### config.mk
export PLATFORM = sky130hd
export DESIGN_NAME = ahb_multi_arbiter
export DESIGN_NICKNAME = d
export VERILOG_FILES = /design/src/rtl/ahb_multi_arbiter.sv
export SDC_FILE = /design/constraint.sdc
export NUM_CORES = 1
export LEC_CHECK = 0
export ABC_AREA = 1
export BUFFER_PORTS_ARGS = -buffer_cell sky130_fd_sc_hd__buf_2
export CORE_MARGIN = 5
export CORE_UTILIZATION = 30
export CTS_BUF_LIST = sky130_fd_sc_hd__clkbuf_16
export DETAILED_ROUTE_END_ITERATION = 16
export PLACE_DENSITY = 0.95
export SLEW_MARGIN = 20
export SYNTH_ARGS = -nofsm -noshare
export SYNTH_HDL_FRONTEND = slang
export SYNTH_SLANG_ARGS = --single-unit
### constraint.sdc
create_clock -name clk -period 3.22 [get_ports clk]
set_input_delay 0.322 -clock clk [delete_from_list [all_inputs] [get_ports clk]]
set_output_delay 0.322 -clock clk [all_outputs]
set_load 0.005 [all_outputs]
### src/rtl/ahb_multi_arbiter.sv
// N-master AHB-lite arbiter: registered IDLE/OWNED ownership FSM, fixed-priority
// or round-robin selection, and an optional per-grant beat limit.
module ahb_multi_arbiter #(
    parameter int NMASTERS  = 2,
    parameter int ADDR_W    = 32,
    parameter int RR_MODE   = 0,
    parameter int MAX_BEATS = 4
) (
    input  logic                         clk,
    input  logic                         reset,
    input  logic [NMASTERS-1:0]          HRequestIn,
    input  logic [NMASTERS-1:0]          HWriteIn,
    input  logic [NMASTERS*ADDR_W-1:0]   HAddrIn,
    input  logic                         HReady,
    output logic [NMASTERS-1:0]          HReadyOut,
    output logic                         HRequest,
    output logic                         HWrite,
    output logic [ADDR_W-1:0]            HAddr,
    output logic [NMASTERS-1:0]          Grant,
    output logic                         Busy,
    output logic                         dbg_state,
    output logic [7:0]                   dbg_beat_cnt
);
    // Handshake: a beat completes for the owner in any OWNED cycle where
    // HRequestIn[owner] and HReady are both high; HReadyOut forwards HReady to
    // the owner only, so non-owners never see a completed beat.

    localparam int OW = (NMASTERS > 1) ? $clog2(NMASTERS) : 1;
    localparam int BW = (MAX_BEATS > 0) ? $clog2(MAX_BEATS + 1) : 1;
    localparam logic [BW-1:0] SAT_CNT  = BW'(MAX_BEATS);
    localparam logic [BW-1:0] LAST_CNT = (MAX_BEATS > 0) ? BW'(MAX_BEATS - 1) : '0;

    typedef enum logic {IDLE = 1'b0, OWNED = 1'b1} state_t;

    state_t         state, state_nx;
    logic [OW-1:0]  owner, owner_nx;
    logic [OW-1:0]  last_owner, last_owner_nx;
    logic [BW-1:0]  beat_cnt, beat_cnt_nx;

    logic           found;
    logic [OW-1:0]  winner;
    logic [OW-1:0]  rr_base;
    int             idx;
    logic           own_req;
    logic           own_beat;
    logic           limit_hit;
    logic           release_own;

    always_ff @(posedge clk or posedge reset) begin
        if (reset) begin
            state      <= IDLE;
            owner      <= '0;
            last_owner <= OW'(NMASTERS - 1);
            beat_cnt   <= '0;
        end else begin
            state      <= state_nx;
            owner      <= owner_nx;
            last_owner <= last_owner_nx;
            beat_cnt   <= beat_cnt_nx;
        end
    end

    // Descending loops leave the highest-precedence match as the final winner.
    // On release the search starts after the releasing owner, so it rotates.
    always_comb begin
        found   = 1'b0;
        winner  = '0;
        idx     = 0;
        rr_base = (state == OWNED) ? owner : last_owner;
        if (RR_MODE == 0) begin
            for (int i = NMASTERS - 1; i >= 0; i--) begin
                if (HRequestIn[i]) begin
                    found  = 1'b1;
                    winner = OW'(i);
                end
            end
        end else begin
            for (int k = NMASTERS; k >= 1; k--) begin
                idx = (int'(rr_base) + k) % NMASTERS;
                if (HRequestIn[idx]) begin
                    found  = 1'b1;
                    winner = OW'(idx);
                end
            end
        end
    end

    assign own_req     = HRequestIn[owner];
    assign own_beat    = own_req & HReady;
    assign limit_hit   = (MAX_BEATS != 0) && own_beat && (beat_cnt == LAST_CNT);
    assign release_own = !own_req || limit_hit;

    always_comb begin
        state_nx      = state;
        owner_nx      = owner;
        last_owner_nx = last_owner;
        beat_cnt_nx   = beat_cnt;
        HReadyOut     = '0;
        HRequest      = 1'b0;
        HWrite        = 1'b0;
        HAddr         = '0;
        Grant         = '0;
        Busy          = 1'b0;
        case (state)
            IDLE: begin
                if (found) begin
                    state_nx    = OWNED;
                    owner_nx    = winner;
                    beat_cnt_nx = '0;
                end
            end
            OWNED: begin
                HAddr            = HAddrIn[int'(owner)*ADDR_W +: ADDR_W];
                HWrite           = HWriteIn[owner] & own_req;
                HRequest         = own_req;
                HReadyOut[owner] = HReady;
                Grant[owner]     = 1'b1;
                Busy             = 1'b1;
                if (release_own) begin
                    last_owner_nx = owner;
                    if (found) begin
                        owner_nx    = winner;
                        beat_cnt_nx = '0;
                    end else begin
                        state_nx = IDLE;
                    end
                end else if (own_beat && (beat_cnt != SAT_CNT)) begin
                    beat_cnt_nx = beat_cnt + 1'b1;
                end
            end
            default: state_nx = IDLE;
        endcase
    end

    assign dbg_state    = (state == OWNED);
    assign dbg_beat_cnt = 8'(beat_cnt);
endmodule
==> run metrics, run 1 <==
buffers plus inverters on the worst setup path 2; Yosys top cell by area a22o_1; fin nets 274; CTS root buffer clkbuf_16; RePlAce Congestion around 0.84; area grow syn2layout 84.3%; VDD IR max around 0.00038 V; chip height 59.1 um; HPWL after DPL roughly 2.9 mm; Final Cycle Share approximately three fifths; clock latency on the worst-skew pair 230 ps; clock buffer count from CTS 3; DRC 0; 1st-pass router iterations 4; worst path cell trace nand2_1 > inv_2 > a22o_1 > buf_2; top-area cell type share of the netlist area about two fifths; Worst Path Required roughly 2900 ps; worst hold path class primary input to flip-flop; Worst Path Max Fanout 33; crit end category output pin; CTS tree built; first-pass GRT wire length 4.89 mm; post-synthesis cell area 724 um^2; final setup TNS 0 ps; Sink Count 5; f_max between 500 and 600 MHz; total grt overflow 0; vias in the first global route 1073; Area contributors post-synth a22o_1 (39%), dfrtp_1 (17%), buf_4 (9.3%); final max-slew violation count 0; WL final 3.45 mm; Register Area between 100 and 150 um^2; WS Path Type flip-flop to output pin; Fin. Hold Viols 0; Cell variety after synth 20; Worst Slack Setup Final 1310 ps; worst slack at placement 1570 ps; power density cells approximately 430 nW/um^2; Iter 0 DRT Violations 80; Slowest-stage cell, CP dfrtp_1; register area share after synthesis 17.3%; minimum clock period after layout about 1900 ps; Yosys warnings 0; Critical Path AT 1590 ps; die area between 3000 and 4000 um^2; total of max-cap violations 0; Clock Skew around 0.32 ps; multi-input logic area between 400 and 500 um^2; number of synthesized register bits 5; routed vias around 1100; Leak 0.854 nW; RSZ-0062 raised after global routing false; post-CTS sizing 0; vias per inst between 4 and 5; # setup viols final 0; WL/cell roughly 15 um; Worst Setup Start Kind flip-flop; number of H-tree levels 1; Synth Area per Inst slightly above 8 um^2; initial antenna violation count 0; ANT nets after route 0; PortBufs 113; CTS clk-pin slew, worst paths 30 ps; pin count of the biggest net entering global routing 34; Synth Instances 88; I/O pins roughly 120; status completed; layout cell share with drive strength beyond 1 63.3%; Filler Cells Inserted 226; core box area roughly 2300 um^2; std cell rows 17; worst-margin pin slew between 500 and 600 ps; Clock Path Buffers 2; Crit path largest cell delay 460 ps; relative slew slack approximately 66%; Global Route Usage Sum a little under a fifth; Ant. Diodes 0; initial core utilization about a third; Top delay family on crit path buffers and inverters; Die Wd ~59 um
[worst register-to-register path: stages, from the launching register on]
cell     delay, ps
dfrtp_1        400
ha_1           210
ha_1           170
nand2_1        110
nand3_2        140
nand3_1        110
o21ai_0         80
[cells in the mapped netlist]
library cell / count
a22o_1: 32
buf_4: 9
inv_1: 8
nand2_1: 7
dfrtp_1: 5
buf_6: 3
ha_1: 3
nand2_2: 3
nand3_2: 3
a21oi_1: 2
nand3_1: 2
nor2_1: 2
o21ai_0: 2
a22oi_1: 1
conb_1: 1
inv_2: 1
nor2_2: 1
nor3_1: 1
o21ai_1: 1
or2_2: 1
[report_power, final]
part | total (mW) | switching (mW) | internal, mW
clock | 0.202 | 0.0409 | 0.161
sequential | 0.0848 | 0.0128 | 0.0720
combinational | 0.291 | 0.141 | 0.150
total | 0.578 | 0.194 | 0.383
[layer usage]
layer	vias up	part of all wire [%]	track usage, %	wire length [um]
met3	4	11	6.10	367
li1	539	-	-	-
met1	459	40	20.4	1390
met4	0	0.99	5.50	34
met5	-	0	0	0
met2	60	48	32.2	1650
[cell type report]
type / instances / area share, %
clock buffer: 3 / 5.62
clock inverter: 1 / 0.281
inverter: 9 / 2.53
multi-input combinational: 66 / 35.9
sequential: 5 / 9.37
tap: 28 / 2.62
timing repair buffer: 115 / 43.7
[per-stage QoR]
| stage | hold WS [ps] | power [mW] | instance area (um^2) | utilization [%] | instances |
|---|---|---|---|---|---|
| floorplan | 101 | 0.252 | 739 | - | 92 |
| global placement | 224 | 0.372 | 1250 | 55.3 | 222 |
| detailed placement | 226 | 0.376 | 1250 | 55.3 | 222 |
| CTS | 336 | 0.584 | 1340 | 59.2 | 227 |
| global route | 347 | 0.619 | 1340 | 59.2 | 227 |
| finish | 331 | 0.578 | 1340 | 59.2 | 227 |
[kinds of logic after synthesis]
group           share of synthesized area, %
compound gates                          43.2
fa+ha+maj                               5.18
buf+inv                                 18.7
flops                                   17.3
other cells                            0.518
simple gates                            15.2
[what timing repair did]
action / in CTS / in global routing
hold buffers: 1 / 0
hold endpoints to repair: 5 / 0
buffers inserted: 0 / 0
[registers in the layout, summed over array words and instances (netlist names)]
register and cells:
beat_cnt 3, dbg_state 1, owner 1
[layout by cell type (no fill, tap or decap), types with 2 or more instances in the layout]
cell type | netlist | layout
inv_1 | 8 | 9
nand2_2 | 3 | 3
nand3_2 | 3 | 3
a22o_1 | 32 | 32
nand3_1 | 2 | 2
o21ai_0 | 2 | 2
nor2_1 | 2 | 2
a21oi_1 | 2 | 2
buf_2 | 0 | 113
clkbuf_16 | 0 | 3
ha_1 | 3 | 3
conb_1 | 1 | 5
nand2_1 | 7 | 7
dfrtp_1 | 5 | 5
[worst paths after layout]
check	from	end	slack, ps	cells after the start
min in group asynchronous	reset	beat_cnt[1]	540	3
setup / recovery	owner	HAddr[4]	1310	4
max in group asynchronous	reset	owner	2510	3
hold reg to reg	beat_cnt[2]	beat_cnt[2]	580	2
setup reg to reg	beat_cnt[0]	beat_cnt[1]	1860	6
hold / removal	HRequestIn[0]	owner	330	2
No activity file was read; power rests on OpenSTA's default activity.
==> run 2: changes to the inputs <==
CORE_UTILIZATION = 28   (was 30)
PLACE_DENSITY = 0.9   (was 0.95)
clock period = 2 ns   (was 3.22 ns; I/O delays follow)
==> run 2 against run 1 <==
Die area rose by 5.9%. Routed wire length rose by 0.17%. Cell count rose by 0.88%. Design area rose by 0.19%. Clock power rose by 60%. Critical path type unchanged. Critical endpoint is now HAddr[15].
==> run metrics, run 2 (synthesis results as in run 1) <==
Iter 0 DRT Violations 83 (was 80); final std cells w/o fill 229 (was 227); HPWL after DPL 2.89 mm (was 2.86 mm); Post-DP Area 1250 um^2 (about the same); initial core utilization 29.2% (was 32.1%); power density cells 696 nW/um^2 (was 433 nW/um^2); most frequent cells in the layout buf_2 (113), a22o_1 (32), inv_1 (9) (unchanged); fin nets 274 (unchanged); I/O pins 119 (unchanged); worst hold path class primary input to flip-flop (unchanged); minimum clock period after layout 1770 ps; Crit path largest cell delay 460 ps (about the same); Worst Reg-to-Reg Cells 6 (unchanged); die area 3700 um^2 (was 3500 um^2); CTS tree built (unchanged); hold path depth 2 (unchanged); Crit Reg-Reg Endpoint beat_cnt[1] (unchanged); WS Path Type flip-flop to output pin (unchanged); initial antenna violation count 0 (unchanged); Leak 0.854 nW (unchanged); reg2reg setup slack 660 ps (was 1860 ps); Clock Skew 2.50 ps (was 0.322 ps); VDD IR max 0.000782 V (was 0.000377 V); f_max ~570 MHz; most common cell after layout, fill and taps aside buf_2 (unchanged); PortBufs 113 (unchanged); Sink Count 5 (unchanged); Slowest-stage cell, CP dfrtp_1 (unchanged); status completed (unchanged); most flop-heavy register beat_cnt (unchanged); Fin. Hold Viols 0 (unchanged); total of max-cap violations 0 (unchanged); Ant. Diodes 0 (unchanged); area grow syn2layout 84.6% (was 84.3%); vias in the first global route 997 (was 1073); worst-margin pin slew 509 ps (was 515 ps); DP Cell Count 224 (was 222); first-pass GRT wire length 4.73 mm (was 4.89 mm); max FFs per register 3 (unchanged); worst path cell trace nand2_1 > inv_2 > a22o_1 > buf_2 (unchanged); DRC 0 (unchanged); RSZ-0062 raised after global routing false (unchanged); # setup viols final 0 (unchanged); worst hold start HRequestIn[0] (unchanged); Worst Setup Start Kind flip-flop (unchanged); clock buffer count from CTS 3 (unchanged); std cell rows 18 (was 17); core box area 2480 um^2 (was 2250 um^2); Worst R2R Start beat_cnt[0] (unchanged); crit end category output pin (unchanged); WL final 3.45 mm (about the same); ANT nets after route 0 (unchanged); Register Area 125 um^2 (unchanged); post-CTS sizing 0 (unchanged); vias per inst 4.76 (was 4.68); Filler Cells Inserted 251 (was 226); chip height 60.9 um (was 59.1 um); final setup TNS 0 ps (unchanged); Top delay family on crit path buffers and inverters (unchanged); CTS root buffer clkbuf_16 (unchanged); # hold bufs at CTS 1 (unchanged); Global Route Usage Sum 16.6% (was 18.2%); Final Cycle Share about 88%; relative slew slack 66.0% (was 65.6%); multi-input logic area 479 um^2 (unchanged); WHS Endpoint owner (unchanged); number of H-tree levels 1 (unchanged); CTS clk-pin slew, worst paths 30 ps (about the same); layout cell share with drive strength beyond 1 63.3% (unchanged); buffers plus inverters on the worst setup path 2 (unchanged); Die Wd 60.9 um (was 59.1 um); fin area 1340 um^2 (about the same); Critical Path AT 1570 ps (was 1590 ps); routed vias 1090 (was 1062); 1st-pass router iterations 4 (unchanged); Clock Path Buffers 2 (unchanged); RePlAce Congestion 0.773 (was 0.835); post-CTS setup buffers 0 (unchanged); total grt overflow 0 (unchanged); final max-slew violation count 0 (unchanged); clock latency on the worst-skew pair 230 ps (about the same); Worst Path Required 1800 ps (was 2900 ps); WL/cell 15.1 um (was 15.2 um); total chip power 932 uW (was 578 uW); Worst Path Max Fanout 33 (unchanged); pin count of the biggest net entering global routing 34 (unchanged)
-- run 2: cell type report --
type / instances / share of cell area (%)
clock buffer: 3 / 5.61
inverter: 9 / 2.53
timing repair buffer: 115 / 43.6
tap: 30 / 2.81
multi-input combinational: 66 / 35.8
clock inverter: 1 / 0.281
sequential: 5 / 9.35
-- run 2: worst max path at each step --
stage | from | endpoint | slack [ps] | cells past startpoint
after CTS | owner | HAddr[31] | 230 | 4
after global placement | dbg_state | HAddr[31] | 470 | 4
after floorplan | beat_cnt[0] | beat_cnt[1] | 750 | 6
after detailed placement | owner | HAddr[9] | 480 | 4
after global routing | dbg_state | HAddr[1] | 100 | 4
final | owner | HAddr[15] | 230 | 4
-- run 2: through the flow --
| stage | utilization [%] | hold slack (ps) | setup slack (ps) |
|---|---|---|---|
| 6_report | 54.0 | 211 | 231 |
| 5_1_grt | 54.0 | 232 | 101 |
| 4_1_cts | 54.0 | 215 | 228 |
| 3_5_place_dp | 50.4 | 119 | 480 |
| 3_3_place_gp | 50.4 | 106 | 472 |
| 2_1_floorplan | - | -21.5 | 747 |
-- run 2: layer usage --
metal / track usage [%] / wire [um] / part of all wire, % / up-vias
li1: - / - / - / 538
met1: 20.7 / 1300 / 38 / 488
met2: 29.0 / 1640 / 48 / 60
met3: 3.83 / 484 / 14 / 4
met4: 3.72 / 30 / 0.87 / 0
met5: 0 / 0 / 0 / -
-- run 2: power breakdown --
part | total (mW) | internal (mW) | switching [mW] | leakage, nW
Sequential | 0.138 | 0.116 | 0.0216 | 0.0633
Combinational | 0.470 | 0.242 | 0.227 | 0.748
Clock | 0.324 | 0.259 | 0.0653 | 0.0423
Total | 0.932 | 0.617 | 0.314 | 0.854
==> run 3: changes to the inputs <==
CELL_PAD_IN_SITES_DETAIL_PLACEMENT = 2   (was default)
CELL_PAD_IN_SITES_GLOBAL_PLACEMENT = 2   (was default)
CORE_UTILIZATION = 11   (was 28)
PLACE_DENSITY = 0.87   (was 0.9)
==> run 3 against run 2 <==
Maximum frequency is 3.1% lower. Design area increased by 4.4%. Worst hold slack worse by 4.5 ps. Utilization is 32 points lower. Worst setup slack worse by 57 ps. Non-clock buffer count unchanged. Power increased by 0.79%. Combinational power is essentially flat. Via count is 2.9% higher. Critical endpoint is now HAddr[24].
==> run metrics, run 3 (synthesis results as in run 1) <==
status completed (unchanged); most frequent cells in the layout buf_2 (113), a22o_1 (32), inv_1 (9) (unchanged); crit end category output pin (unchanged); post-CTS sizing 0 (unchanged); Ant. Diodes 0 (unchanged); vias per inst 4.07 (was 4.76); pin count of the biggest net entering global routing 34 (unchanged); WS Path Type flip-flop to output pin (unchanged); area grow syn2layout 92.7% (was 84.6%); total of max-cap violations 0 (unchanged); worst-margin pin slew 559 ps (was 509 ps); relative slew slack 62.7% (was 66.0%); Clock Skew 1.52 ps (was 2.50 ps); routed vias 1122 (was 1090); power density cells 672 nW/um^2 (was 696 nW/um^2); # setup viols final 0 (unchanged); CTS root buffer clkbuf_16 (unchanged); vias in the first global route 1230 (was 997); WL final 4.03 mm (was 3.45 mm); chip height 91.2 um (was 60.9 um); max FFs per register 3 (unchanged); Worst Setup Start Kind flip-flop (unchanged); most common cell after layout, fill and taps aside buf_2 (unchanged); minimum clock period after layout 1830 ps (was 1770 ps); Filler Cells Inserted 782 (was 251); initial antenna violation count 0 (unchanged); std cell rows 29 (was 18); WL/cell 14.6 um (was 15.1 um); clock buffer count from CTS 3 (unchanged); RSZ-0062 raised after global routing false (unchanged); core box area 6390 um^2 (was 2480 um^2); Die Wd 91.2 um (was 60.9 um); worst hold path class primary input to flip-flop (unchanged); Clock Path Buffers 2 (unchanged); Fin. Hold Viols 0 (unchanged); fin nets 274 (unchanged); VDD IR max 0.000389 V (was 0.000782 V); I/O pins 119 (unchanged); layout cell share with drive strength beyond 1 63.3% (unchanged); Critical Path AT 1630 ps (was 1570 ps); most flop-heavy register beat_cnt (unchanged); Final Cycle Share 91.3% (was 88.5%); CTS clk-pin slew, worst paths 30 ps (about the same); first-pass GRT wire length 6.24 mm (was 4.73 mm); ANT nets after route 0 (unchanged); Iter 0 DRT Violations 22 (was 83); initial core utilization 11.3% (was 29.2%); Leak 0.854 nW (unchanged); RePlAce Congestion 0.734 (was 0.773); PortBufs 113 (unchanged); total chip power 939 uW (was 932 uW); Worst Path Required 1800 ps (about the same); 1st-pass router iterations 4 (unchanged); Sink Count 5 (unchanged); HPWL after DPL 3.37 mm (was 2.89 mm); DRC 0 (unchanged); clock latency on the worst-skew pair 230 ps (about the same); final max-slew violation count 0 (unchanged); f_max 548 MHz (was 565 MHz); final setup TNS 0 ps (unchanged); total grt overflow 0 (unchanged); number of H-tree levels 1 (unchanged); die area 8310 um^2 (was 3700 um^2); Global Route Usage Sum 9.02% (was 16.6%); CTS tree built (unchanged); Worst Path Max Fanout 33 (unchanged)
## run 3: worst max-delay path: stages (launching register included)
cell	delay, ps
dfrtp_1	470
nand2_1	120
inv_2	440
a22o_1	240
buf_2	120
## run 3: final cells by class
class / instances / area, um^2 / share of cell area (%)
Sequential cell: 5 / 125 / 8.96
Tap cell: 77 / 96.3 / 6.90
Timing Repair Buffer: 115 / 583 / 41.8
Clock inverter: 1 / 3.75 / 0.269
Multi-Input combinational cell: 66 / 479 / 34.3
Inverter: 9 / 33.8 / 2.42
Clock buffer: 3 / 75.1 / 5.38
## run 3: worst paths after layout
kind                       cells past startpoint     endpoint          start  slack, ps
hold / removal                                 2        owner  HRequestIn[0]        210
setup / recovery                               4    HAddr[24]          owner        170
max in group asynchronous                      3  beat_cnt[2]          reset       1380
setup reg to reg                               6  beat_cnt[1]    beat_cnt[0]        580
min in group asynchronous                      3  beat_cnt[0]          reset        430
hold reg to reg                                2  beat_cnt[2]    beat_cnt[2]        550
## run 3: repair_timing
action / CTS / global route
setup buffers: 0 / 0
hold buffers: 1 / 0
hold endpoints to repair: 5 / 0
endpoints found under the setup margin: 0 / 0
## run 3: layer usage
metal  vias up  global-route usage (%)  share of wire [%]  wire length (um)
met3         2                    3.06                9.9               399
met5         -                       0                  0                 0
met4         0                    2.32               0.32                13
met1       511                    9.48                 38              1510
met2        69                    17.0                 52              2100
li1        540                       -                  -                 -
## run 3: per-stage QoR
| stage | std cells | area [um^2] | hold slack [ps] | worst slack, ps | utilization (%) |
|---|---|---|---|---|---|
| after floorplan | 92 | 739 | -21.5 | 747 | - |
| after global placement | 271 | 1310 | 111 | 420 | 20.5 |
| after detailed placement | 271 | 1310 | 125 | 375 | 20.5 |
| after CTS | 276 | 1400 | 208 | 126 | 21.9 |
| after global routing | 276 | 1400 | 211 | 52.0 | 21.9 |
| final | 276 | 1400 | 207 | 174 | 21.9 |
## run 3: report_power, final
group          switching (mW)  internal (mW)  total (mW)  leakage (nW)
registers              0.0211          0.116       0.137        0.0633
clock network          0.0698          0.259       0.329        0.0423
logic                   0.230          0.243       0.473         0.748
total                   0.321          0.618       0.939         0.854
